<file path="src/rtl/arena_render_if.sv">
// Pixel-stage bus for arena_render: VGA timing in, map write port, DAC outputs.
// Signal names follow the existing VGA timing generator and DAC wiring.
interface arena_render_if;
  logic       HS, VS, blank, SOF, SOL, EOL;
  logic       wr_en;
  logic [4:0] wr_col;
  logic [3:0] wr_row;
  logic [1:0] wr_type;
  logic       wr_ready, init_done;
  logic [7:0] R, G, B;
  logic       VGA_HS, VGA_VS, VGA_BLANK;

  modport master (
    output HS, VS, blank, SOF, SOL, EOL, wr_en, wr_col, wr_row, wr_type,
    input  wr_ready, init_done, R, G, B, VGA_HS, VGA_VS, VGA_BLANK
  );
  modport slave (
    input  HS, VS, blank, SOF, SOL, EOL, wr_en, wr_col, wr_row, wr_type,
    output wr_ready, init_done, R, G, B, VGA_HS, VGA_VS, VGA_BLANK
  );
endinterface

</file>
<file path="src/rtl/arena_render.sv">
// Arena pixel colour stage: cell tracking, 20x15 tile map, 3-stage colour pipe.
// Optional ARENA_GRID_EN draws a darker grid line on the top/left pixel of empty cells.
module arena_render #(
  parameter int CELL_PX = 40,
  parameter int MAP_W   = 20,
  parameter int MAP_H   = 15,
  parameter int LAT     = 3
) (
  input logic           clock_50,
  input logic           reset_n,
  arena_render_if.slave bus
);
  localparam int          MAP_N     = MAP_W * MAP_H;
  localparam logic [5:0]  PX_LAST   = 6'(CELL_PX - 1);
  localparam logic [4:0]  COL_LAST  = 5'(MAP_W - 1);
  localparam logic [3:0]  ROW_LAST  = 4'(MAP_H - 1);
  localparam logic [8:0]  ADDR_LAST = 9'(MAP_N - 1);
  localparam logic [1:0]  T_EMPTY = 2'd0, T_WALL = 2'd1, T_BRICK = 2'd2, T_BOMB = 2'd3;
  localparam logic [23:0] EMPTY_RGB  = 24'h20A020;
  localparam logic [23:0] WALL_RGB   = 24'h808080;
  localparam logic [23:0] WEDGE_RGB  = 24'h404040;
  localparam logic [23:0] BRICK_RGB  = 24'hB04020;
  localparam logic [23:0] MORTAR_RGB = 24'h602010;

  typedef enum logic {S_INIT, S_RUN} state_t;

  state_t     r_state;
  logic [8:0] r_iaddr;
  logic [4:0] r_icol;
  logic [3:0] r_irow;
  logic       r_init_done, r_wr_ready;

  // Layout generator walks the map in address order, tracking col/row alongside.
  always_ff @(posedge clock_50 or negedge reset_n) begin
    if (!reset_n) begin
      r_state     <= S_INIT;
      r_iaddr     <= '0;
      r_icol      <= '0;
      r_irow      <= '0;
      r_init_done <= 1'b0;
      r_wr_ready  <= 1'b0;
    end else begin
      case (r_state)
        S_INIT: begin
          if (r_iaddr == ADDR_LAST) begin
            r_state     <= S_RUN;
            r_init_done <= 1'b1;
            r_wr_ready  <= 1'b1;
          end else begin
            r_iaddr <= r_iaddr + 9'd1;
            if (r_icol == COL_LAST) begin
              r_icol <= '0;
              r_irow <= r_irow + 4'd1;
            end else begin
              r_icol <= r_icol + 5'd1;
            end
          end
        end
        default: r_state <= S_RUN;
      endcase
    end
  end

  logic       w_init_wall, w_wr_ok, w_map_we;
  logic [8:0] w_wr_addr, w_map_waddr;
  logic [1:0] w_map_wdata;
  logic [1:0] r_map [MAP_N];

  assign w_init_wall = (r_irow == 4'd0) || (r_irow == ROW_LAST) ||
                       (r_icol == 5'd0) || (r_icol == COL_LAST) ||
                       (!r_icol[0] && !r_irow[0]);
  assign w_wr_addr   = 9'(bus.wr_row) * 9'(MAP_W) + 9'(bus.wr_col);
  assign w_wr_ok     = (r_state == S_RUN) && (bus.wr_col <= COL_LAST) && (bus.wr_row <= ROW_LAST);
  assign w_map_we    = (r_state == S_INIT) || (bus.wr_en && w_wr_ok);
  assign w_map_waddr = (r_state == S_INIT) ? r_iaddr : w_wr_addr;
  assign w_map_wdata = (r_state == S_INIT) ? (w_init_wall ? T_WALL : T_EMPTY) : bus.wr_type;

  always_ff @(posedge clock_50) begin
    if (w_map_we) r_map[w_map_waddr] <= w_map_wdata;
  end

  // SOL/SOF force the current pixel to the line/frame origin without waiting a cycle.
  logic [5:0] r_px, r_py, w_cur_px, w_cur_py;
  logic [4:0] r_col, w_cur_col;
  logic [3:0] r_row, w_cur_row;

  assign w_cur_px  = bus.SOL ? '0 : r_px;
  assign w_cur_col = bus.SOL ? '0 : r_col;
  assign w_cur_py  = bus.SOF ? '0 : r_py;
  assign w_cur_row = bus.SOF ? '0 : r_row;

  always_ff @(posedge clock_50 or negedge reset_n) begin
    if (!reset_n) begin
      r_px  <= '0;
      r_col <= '0;
      r_py  <= '0;
      r_row <= '0;
    end else begin
      if (bus.blank) begin
        if (w_cur_px == PX_LAST) begin
          r_px  <= '0;
          r_col <= (w_cur_col == COL_LAST) ? w_cur_col : w_cur_col + 5'd1;
        end else begin
          r_px  <= w_cur_px + 6'd1;
          r_col <= w_cur_col;
        end
      end
      if (bus.SOF) begin
        r_py  <= '0;
        r_row <= '0;
      end else if (bus.EOL) begin
        if (r_py == PX_LAST) begin
          r_py  <= '0;
          r_row <= (r_row == ROW_LAST) ? r_row : r_row + 4'd1;
        end else begin
          r_py <= r_py + 6'd1;
        end
      end
    end
  end

  logic [5:0]              r1_px, r1_py, r2_px, r2_py;
  logic [4:0]              r1_col;
  logic [3:0]              r1_row;
  logic [1:0]              r2_cell;
  logic [LAT-1:0][2:0]     r_sync_pipe;   // {HS, VS, blank} per stage
  logic [23:0]             r_rgb, w_rgb, w_empty_rgb;
  logic [8:0]              w_rd_addr;
  logic                    w_blank_s2;

  assign w_rd_addr  = 9'(r1_row) * 9'(MAP_W) + 9'(r1_col);
  assign w_blank_s2 = r_sync_pipe[LAT-2][0];

`ifdef ARENA_GRID_EN
  localparam logic [23:0] GRID_RGB = 24'h107010;
  assign w_empty_rgb = (r2_px == 6'd0 || r2_py == 6'd0) ? GRID_RGB : EMPTY_RGB;
`else
  assign w_empty_rgb = EMPTY_RGB;
`endif

  always_comb begin
    w_rgb = w_empty_rgb;
    case (r2_cell)
      T_WALL:  w_rgb = (r2_px == 6'd0 || r2_px == PX_LAST || r2_py == 6'd0 || r2_py == PX_LAST)
                       ? WEDGE_RGB : WALL_RGB;
      T_BRICK: w_rgb = (r2_py == 6'd0 || r2_py == 6'd10 || r2_py == 6'd20 || r2_py == 6'd30)
                       ? MORTAR_RGB : BRICK_RGB;
      T_BOMB:  w_rgb = (r2_px >= 6'd8 && r2_px <= 6'd31 && r2_py >= 6'd8 && r2_py <= 6'd31)
                       ? 24'h000000 : w_empty_rgb;
      default: w_rgb = w_empty_rgb;
    endcase
    if (!w_blank_s2 || !r_init_done) w_rgb = '0;
  end

  always_ff @(posedge clock_50 or negedge reset_n) begin
    if (!reset_n) begin
      r1_px       <= '0;
      r1_py       <= '0;
      r1_col      <= '0;
      r1_row      <= '0;
      r2_px       <= '0;
      r2_py       <= '0;
      r2_cell     <= '0;
      r_rgb       <= '0;
      r_sync_pipe <= {LAT{3'b110}};
    end else begin
      r1_px       <= w_cur_px;
      r1_py       <= w_cur_py;
      r1_col      <= w_cur_col;
      r1_row      <= w_cur_row;
      r2_px       <= r1_px;
      r2_py       <= r1_py;
      r2_cell     <= r_map[w_rd_addr];
      r_rgb       <= w_rgb;
      r_sync_pipe <= {r_sync_pipe[LAT-2:0], {bus.HS, bus.VS, bus.blank}};
    end
  end

  assign bus.R         = r_rgb[23:16];
  assign bus.G         = r_rgb[15:8];
  assign bus.B         = r_rgb[7:0];
  assign bus.VGA_HS    = r_sync_pipe[LAT-1][2];
  assign bus.VGA_VS    = r_sync_pipe[LAT-1][1];
  assign bus.VGA_BLANK = r_sync_pipe[LAT-1][0];
  assign bus.wr_ready  = r_wr_ready;
  assign bus.init_done = r_init_done;
endmodule

</file>
<file path="src/flat_wrapper.sv">
// flat-port wrapper written by rule: the top's interface ports become plain ports
module arena_render_flat 
#(
  parameter int CELL_PX = 40,
  parameter int MAP_W   = 20,
  parameter int MAP_H   = 15,
  parameter int LAT     = 3
)
  (clock_50, reset_n, bus_HS, bus_VS, bus_blank, bus_SOF, bus_SOL, bus_EOL, bus_wr_en, bus_wr_col, bus_wr_row, bus_wr_type, bus_wr_ready, bus_init_done, bus_R, bus_G, bus_B, bus_VGA_HS, bus_VGA_VS, bus_VGA_BLANK);
  arena_render_if bus_i ();
  input logic clock_50;
  input logic reset_n;
  input wire logic [$bits(bus_i.HS)-1:0] bus_HS;
  input wire logic [$bits(bus_i.VS)-1:0] bus_VS;
  input wire logic [$bits(bus_i.blank)-1:0] bus_blank;
  input wire logic [$bits(bus_i.SOF)-1:0] bus_SOF;
  input wire logic [$bits(bus_i.SOL)-1:0] bus_SOL;
  input wire logic [$bits(bus_i.EOL)-1:0] bus_EOL;
  input wire logic [$bits(bus_i.wr_en)-1:0] bus_wr_en;
  input wire logic [$bits(bus_i.wr_col)-1:0] bus_wr_col;
  input wire logic [$bits(bus_i.wr_row)-1:0] bus_wr_row;
  input wire logic [$bits(bus_i.wr_type)-1:0] bus_wr_type;
  output wire logic [$bits(bus_i.wr_ready)-1:0] bus_wr_ready;
  output wire logic [$bits(bus_i.init_done)-1:0] bus_init_done;
  output wire logic [$bits(bus_i.R)-1:0] bus_R;
  output wire logic [$bits(bus_i.G)-1:0] bus_G;
  output wire logic [$bits(bus_i.B)-1:0] bus_B;
  output wire logic [$bits(bus_i.VGA_HS)-1:0] bus_VGA_HS;
  output wire logic [$bits(bus_i.VGA_VS)-1:0] bus_VGA_VS;
  output wire logic [$bits(bus_i.VGA_BLANK)-1:0] bus_VGA_BLANK;
  assign bus_i.HS = bus_HS;
  assign bus_i.VS = bus_VS;
  assign bus_i.blank = bus_blank;
  assign bus_i.SOF = bus_SOF;
  assign bus_i.SOL = bus_SOL;
  assign bus_i.EOL = bus_EOL;
  assign bus_i.wr_en = bus_wr_en;
  assign bus_i.wr_col = bus_wr_col;
  assign bus_i.wr_row = bus_wr_row;
  assign bus_i.wr_type = bus_wr_type;
  assign bus_wr_ready = bus_i.wr_ready;
  assign bus_init_done = bus_i.init_done;
  assign bus_R = bus_i.R;
  assign bus_G = bus_i.G;
  assign bus_B = bus_i.B;
  assign bus_VGA_HS = bus_i.VGA_HS;
  assign bus_VGA_VS = bus_i.VGA_VS;
  assign bus_VGA_BLANK = bus_i.VGA_BLANK;
  arena_render #(.CELL_PX(CELL_PX), .MAP_W(MAP_W), .MAP_H(MAP_H), .LAT(LAT)) u_core (.clock_50(clock_50), .reset_n(reset_n), .bus(bus_i));
endmodule
</file>
<file path="config.mk">
export PLATFORM = sky130hd
export DESIGN_NAME = arena_render_flat
export DESIGN_NICKNAME = d
export VERILOG_FILES = /design/src/rtl/arena_render_if.sv /design/src/rtl/arena_render.sv /design/src/flat_wrapper.sv
export SDC_FILE = /design/constraint.sdc
export NUM_CORES = 1
export LEC_CHECK = 0
export BUFFER_PORTS_ARGS = -buffer_cell sky130_fd_sc_hd__buf_2
export CAP_MARGIN = 30
export CORE_ASPECT_RATIO = 0.9
export CORE_UTILIZATION = 40
export DETAILED_ROUTE_END_ITERATION = 7
export PLACE_DENSITY = 0.56
export SLEW_MARGIN = 10
export SYNTH_ARGS = -nofsm -noshare
export SYNTH_HDL_FRONTEND = slang
export SYNTH_SLANG_ARGS = --single-unit
</file>
<file path="constraint.sdc">
create_clock -name clock_50 -period 14.69 [get_ports clock_50]
set_input_delay 3.6725 -clock clock_50 [delete_from_list [all_inputs] [get_ports clock_50]]
set_output_delay 3.6725 -clock clock_50 [all_outputs]
set_load 0.005 [all_outputs]
</file>
# After elaboration in Yosys (flattened, before gate mapping)
# Memory sizes are Yosys's and may differ from the RTL's. A register that Yosys moved wholly into a read port is not among the register bits.
# Cells that the tools add are included.
# totals
elab_cells	116
out_inout_bits	29
ram_bits	600
n_memories	1
ff_bits	107
# mem_list
memory	words	width	rd	rd_clocked_by_memory_dff	wr	line	text
u_core.r_map	300	2	1	1	1	arena_render.sv:67	logic [1:0] r_map [MAP_N];
# op_classes
n_lt_le_gt_ge	6
multipliers	2
reduce_logical	34
n_mux	27
eq_ne	16
n_addsub	9
bitwise	2
# ops
cell	count
24-bit 2-to-1 mux	3
24-bit one-hot mux with 3 select lines	1
6-bit 2-to-1 mux	6
6-bit == test (second input constant)	4
22-bit 2-to-1 mux	1
4-bit 2-to-1 mux	5
5-bit 2-to-1 mux	4
9-bit by 5-bit adder with 9-bit output	2
4-bit by 3-bit multiplier with 7-bit output (second input constant)	2
6-bit by 1-bit adder with 6-bit output (second input constant)	2
6-bit by 5-bit == test with 1-bit output (second input constant)	2
6-bit by 4-bit greater-or-equal comparator with 1-bit output (second input constant)	2
6-bit by 5-bit less-or-equal comparator with 1-bit output (second input constant)	2
6-bit logical NOT	2
1-bit logical OR	12
5-bit by 1-bit adder with 5-bit output (second input constant)	2
5-bit == test (second input constant)	2
9-bit by 1-bit adder with 9-bit output (second input constant)	1
9-bit == test (second input constant)	1
9-bit 2-to-1 mux	1
4-bit by 1-bit adder with 4-bit output (second input constant)	2
4-bit == test (second input constant)	2
1-bit logical AND	7
6-bit by 4-bit == test with 1-bit output (second input constant)	1
14 further kinds	27

# Longest topological paths before layout
# logic_depth
ltp_word	7
mapped_depth	13

# Worst setup path after synthesis
# No wires, ideal clock.
# synth_timing
path_type	input to register
from	input bus_wr_type[0]
to	memory u_core.r_map[0][0], data pin
cell_stages	2
t_required_ns	12.877
t_arrival_ns	11.600
setup_slack_ns	1.277
cell_sequence	inv_1 > a21oi_1
# synth_via
elab_chain_cells	1
# synth_rtl
element	line	text
from (decl)	flat_wrapper.sv:22	input wire logic [$bits(bus_i.wr_type)-1:0] bus_wr_type;
2-bit 2-to-1 mux	arena_render.sv:76	assign w_map_wdata = (r_state == S_INIT) ? (w_init_wall ? T_WALL : T_EMPTY) : bus.wr_type;
via u_core.w_map_wdata[0]	arena_render.sv:66	logic [1:0] w_map_wdata;
to (decl)	arena_render.sv:67	
# The timed path passes the listed nets, and every way through them passes these cells.

# Final worst setup path
# layout_timing
from	input bus_wr_row[1]
to	memory u_core.r_map[115][1] (enable)
# layout_via
elab_chain_cells	6
word_cells_on_any_way	9
classes_between	add/sub: 1; mul: 1; order compare: 1; mux: 3; reduce/logical: 3
# layout_rtl
element	line	text
from (decl)	flat_wrapper.sv:21	input wire logic [$bits(bus_i.wr_row)-1:0] bus_wr_row;
parallel branches: the longest is 6 deep, another holds 9-bit by 5-bit adder with 9-bit output	--	
# Several ways; the timed one is not identified.

==> summary.md <==
| Metric | Value |
|---|---|
| Full die area | `roughly 0.074 mm²` |
| CP peak stage delay | `between 0.8 and 0.9 ns` |
| Clock Pin Slew Worst Setup and Hold Paths | `0.06 ns` |
| Skew-Pair Late Insertion Delay | `between 0.6 and 0.7 ns` |
| Critical path buffers and inverters | `1` |
| Syn Std Cell Area | `slightly below 0.03 mm²` |
| Fin util | `a little under half` |
| Netlist cell types | `63` |
| Most used cell, CP | `ha_1` |
| Largest net degree at the start of global routing | `103` |
| Synth async-reset ratio | `around 14%` |
| Worst endpoint data arrival time | `7.52 ns` |
| Postcts setup bufs | `0` |
| Total CTS buffers | `74` |
| Layout cell share with drive strength beyond 1 | `19.9%` |
| Worst slew margin | `between 30% and 40%` |
| R2R Setup Slk | `9.50 ns` |
| CP top delay family | `simple AND/OR/NAND/NOR gates` |
| Worst r2r path cells | `8` |
| CTS resizes | `0` |
| Initial core utilization | `between 40% and 50%` |
| Setup violations, final | `0` |
| Vias per cell | `roughly 5.6` |
| Minimum clock period | `between 7 and 8 ns` |
| Die X | `286 µm` |
| Final WL | `69800 µm` |
| Required time of the critical path | `between 10 and 15 ns` |
| Worst hold stages | `0` |
| Synth Register Bits | `696` |
| Final Wtd Congestion | `a little under 0.8` |
| Post-DRT Antenna Nets | `0` |
| Hold WC Path Type | `reg2reg` |
| Worst reg2reg startpoint | `u_core.r1_col[1]` |
| Fin nets | `1878` |
| Worst setup SP type | `primary input` |
| Worst-margin pin slew | `1.03 ns` |
| Maximum root-to-sink buffer count | `3` |
| # clock sinks | `between 600 and 700` |
| DR iter-0 viols | `about 1400` |
| Area of the core | `around 0.07 mm²` |
| Final Max Tran Viols | `0` |
| Drt drc | `0` |
| H-tree depth | `3` |
| Hold path start | `u_core.r1_py[1]` |
| Initial antenna violation count | `1` |
| Sequential share of the synthesized area | `roughly 70%` |
| # hold bufs at CTS | `0` |
| R2R Path End | `u_core.r2_cell[0]` |
| Post-synth top area share | `between 60 and 70%` |
| Period utilisation layout | `between 40% and 50%` |
| CP Max Fanout | `16` |
| RSZ-0062 raised after global routing | `no` |
| CP max stage cell | `nor3b_1` |
| Avg Cell Area, Syn | `around 16 µm²` |
| Per-cell routed wire length | `between 20 and 25 µm` |
| Final hold violation count | `0` |
| Clock root buffer | `clkbuf_16` |
| WS Path Type | `in2reg` |
| Io pins | `49` |
| Vias in the first global route | `16200` |
| CP endpoint kind | `register` |
| Synth area leaders | `edfxtp_1 (62%), mux4_2 (12%), dfrtp_1 (7.8%)` |
| Synth Warn # | `0` |
| TNS Setup | `0 ns` |
| Buffers on Ports | `35` |
| Area leader, netlist | `edfxtp_1` |
| Most frequently used flop master after synthesis | `edfxtp_1` |
| Initial DRT Pass Iterations | `5` |
| CP Cell Sequence | `buf_2, ha_1, ha_1, fa_1, xnor2_1, or3_1, a31oi_1, nor3b_1, nand2_1, nor2_1` |
| CTS tree | `yes` |
| First-pass GRT wire length | `roughly 110000 µm` |
| Run status | `completed` |
| Pwr dens | `131 mW/mm²` |
| Min-Delay Endpoint | `u_core.r2_py[1]` |
| Maximum VDD drop | `between 0.08 and 0.09 mV` |
| FP Rows | `93` |
| Syn-to-layout area delta | `13.1%` |
| GR Util All Layers | `roughly a fifth` |
| Max Freq | `138 MHz` |
| Post-Synthesis Cells | `1783` |
| Via total after detailed routing | `around 16000` |
| Die height | `between 200 and 300 µm` |
| ANT cells | `0` |
| WHS | `approximately 0.35 ns` |
| HPWL Detailed | `39100 µm` |
| Pleak | `a little over 9 nW` |
| Number of synthesized flops with an enable pin | `600` |
| Global route total overflow | `0` |
| Final Skew | `between 0.02 and 0.025 ns` |
| Max Cap Viol | `0` |
==> state kept, by name, summed over array words and instances (netlist names), 6 cells and up <==
name                flops
u_core.r2_px            6
u_core.r_px             6
u_core.r_rgb           11
u_core.r_py             6
u_core.r1_py            6
u_core.r_iaddr          9
u_core.r2_py            6
u_core.r1_px            6
u_core.r_sync_pipe      6
u_core.r_map          600
==> placed cells by master, fill, tap and decap left out, drive strengths merged, types with 5 or more instances in the layout <==
master,netlist,final
nand2,101,101
nor2,341,341
nand3,20,20
inv,33,37
a211oi,7,7
a31oi,8,8
o32ai,6,6
or3,5,5
nor4,6,6
dfstp,6,6
nor2b,21,21
mux2i,26,26
and2,5,5
buf,48,69
xor2,11,11
conb,1,13
a22oi,12,12
clkbuf,63,94
a21oi,30,30
bufinv,0,9
dfrtp,90,90
nand2b,7,7
mux2,6,6
edfxtp,600,600
nor3,16,16
o21ai,21,21
nor3b,6,6
clkinv,0,24
nand4,19,19
o22ai,9,9
ha,25,25
xnor2,16,16
mux4,163,163
==> cells in the mapped netlist (all sizes together) (12+ instances only) <==
| cell | number |
|---|---|
| o21ai | 21 |
| xnor2 | 16 |
| nor2 | 341 |
| mux2i | 26 |
| ha | 25 |
| clkbuf | 63 |
| a21oi | 30 |
| a22oi | 12 |
| dfrtp | 90 |
| nor2b | 21 |
| buf | 48 |
| inv | 33 |
| nand2 | 101 |
| mux4 | 163 |
| edfxtp | 600 |
| nor3 | 16 |
| nand4 | 19 |
| nand3 | 20 |
==> layer usage <==
metal  track usage, %  part of all wire, %  vias to the layer above
met1             28.2                   45                     8347
met3             3.17                  5.9                       92
li1                 -                    -                     6927
met4             4.47                  1.7                        0
met5                0                    0                        -
met2             30.3                   48                      496
==> stage by stage <==
step | setup WS (ns) | cell area (µm²) | total power (W) | cells
CTS | 7.54 | 32600 | 0.00433 | 2832
global route | 7.28 | 32800 | 0.00442 | 2838
global placement | 6.94 | 30200 | 0.00244 | 2696
detailed placement | 6.92 | 30200 | 0.00244 | 2697
floorplan | 1.28 | 29000 | 0.00235 | 1795
finish | 7.45 | 32800 | 0.00429 | 2838
==> worst max-delay path by stage <==
| stage | start | end | slack [ns] | cells after the start |
|---|---|---|---|---|
| 2_1_floorplan | bus_wr_type[0] | u_core.r_map[0][0] | 1.28 | 2 |
| 3_3_place_gp | bus_wr_row[1] | u_core.r_map[113][0] | 6.94 | 10 |
| 3_5_place_dp | bus_wr_row[1] | u_core.r_map[115][0] | 6.92 | 10 |
| 4_1_cts | bus_wr_row[1] | u_core.r_map[115][1] | 7.54 | 10 |
| 5_1_grt | bus_wr_row[1] | u_core.r_map[122][0] | 7.28 | 10 |
| 6_report | bus_wr_row[1] | u_core.r_map[115][1] | 7.45 | 10 |
==> area by class of cell <==
cell class              instances  area, µm²
clock buffers                  94       2000
well taps                     950       1190
fillers                      6219      38800
flip-flops and latches        696      20400
inverters                      33        124
clock inverters                41        464
multi-input cells             955       8040
repair buffers                 69        531
==> cells by family after synthesis <==
| group | share of synthesized area, % |
|---|---|
| AO/OA/AOI/OAI | 2.85 |
| XOR/XNOR | 0.842 |
| adder cells (fa/ha/maj) | 1.36 |
| buffers and inverters | 2.26 |
| flip-flops | 70.5 |
| multiplexers | 13.8 |
| other | 0.0129 |
| AND/OR/NAND/NOR | 8.36 |
==> power breakdown <==
part           leakage, nW  switching (W)  total, W  internal [W]
logic                 2.54       0.000155  0.000242     0.0000874
clock network         1.20       0.000767   0.00189       0.00113
registers             5.58      0.0000202   0.00216       0.00213
total                 9.32       0.000942   0.00429       0.00335
Note: power is estimated with default switching activity, not from simulation.
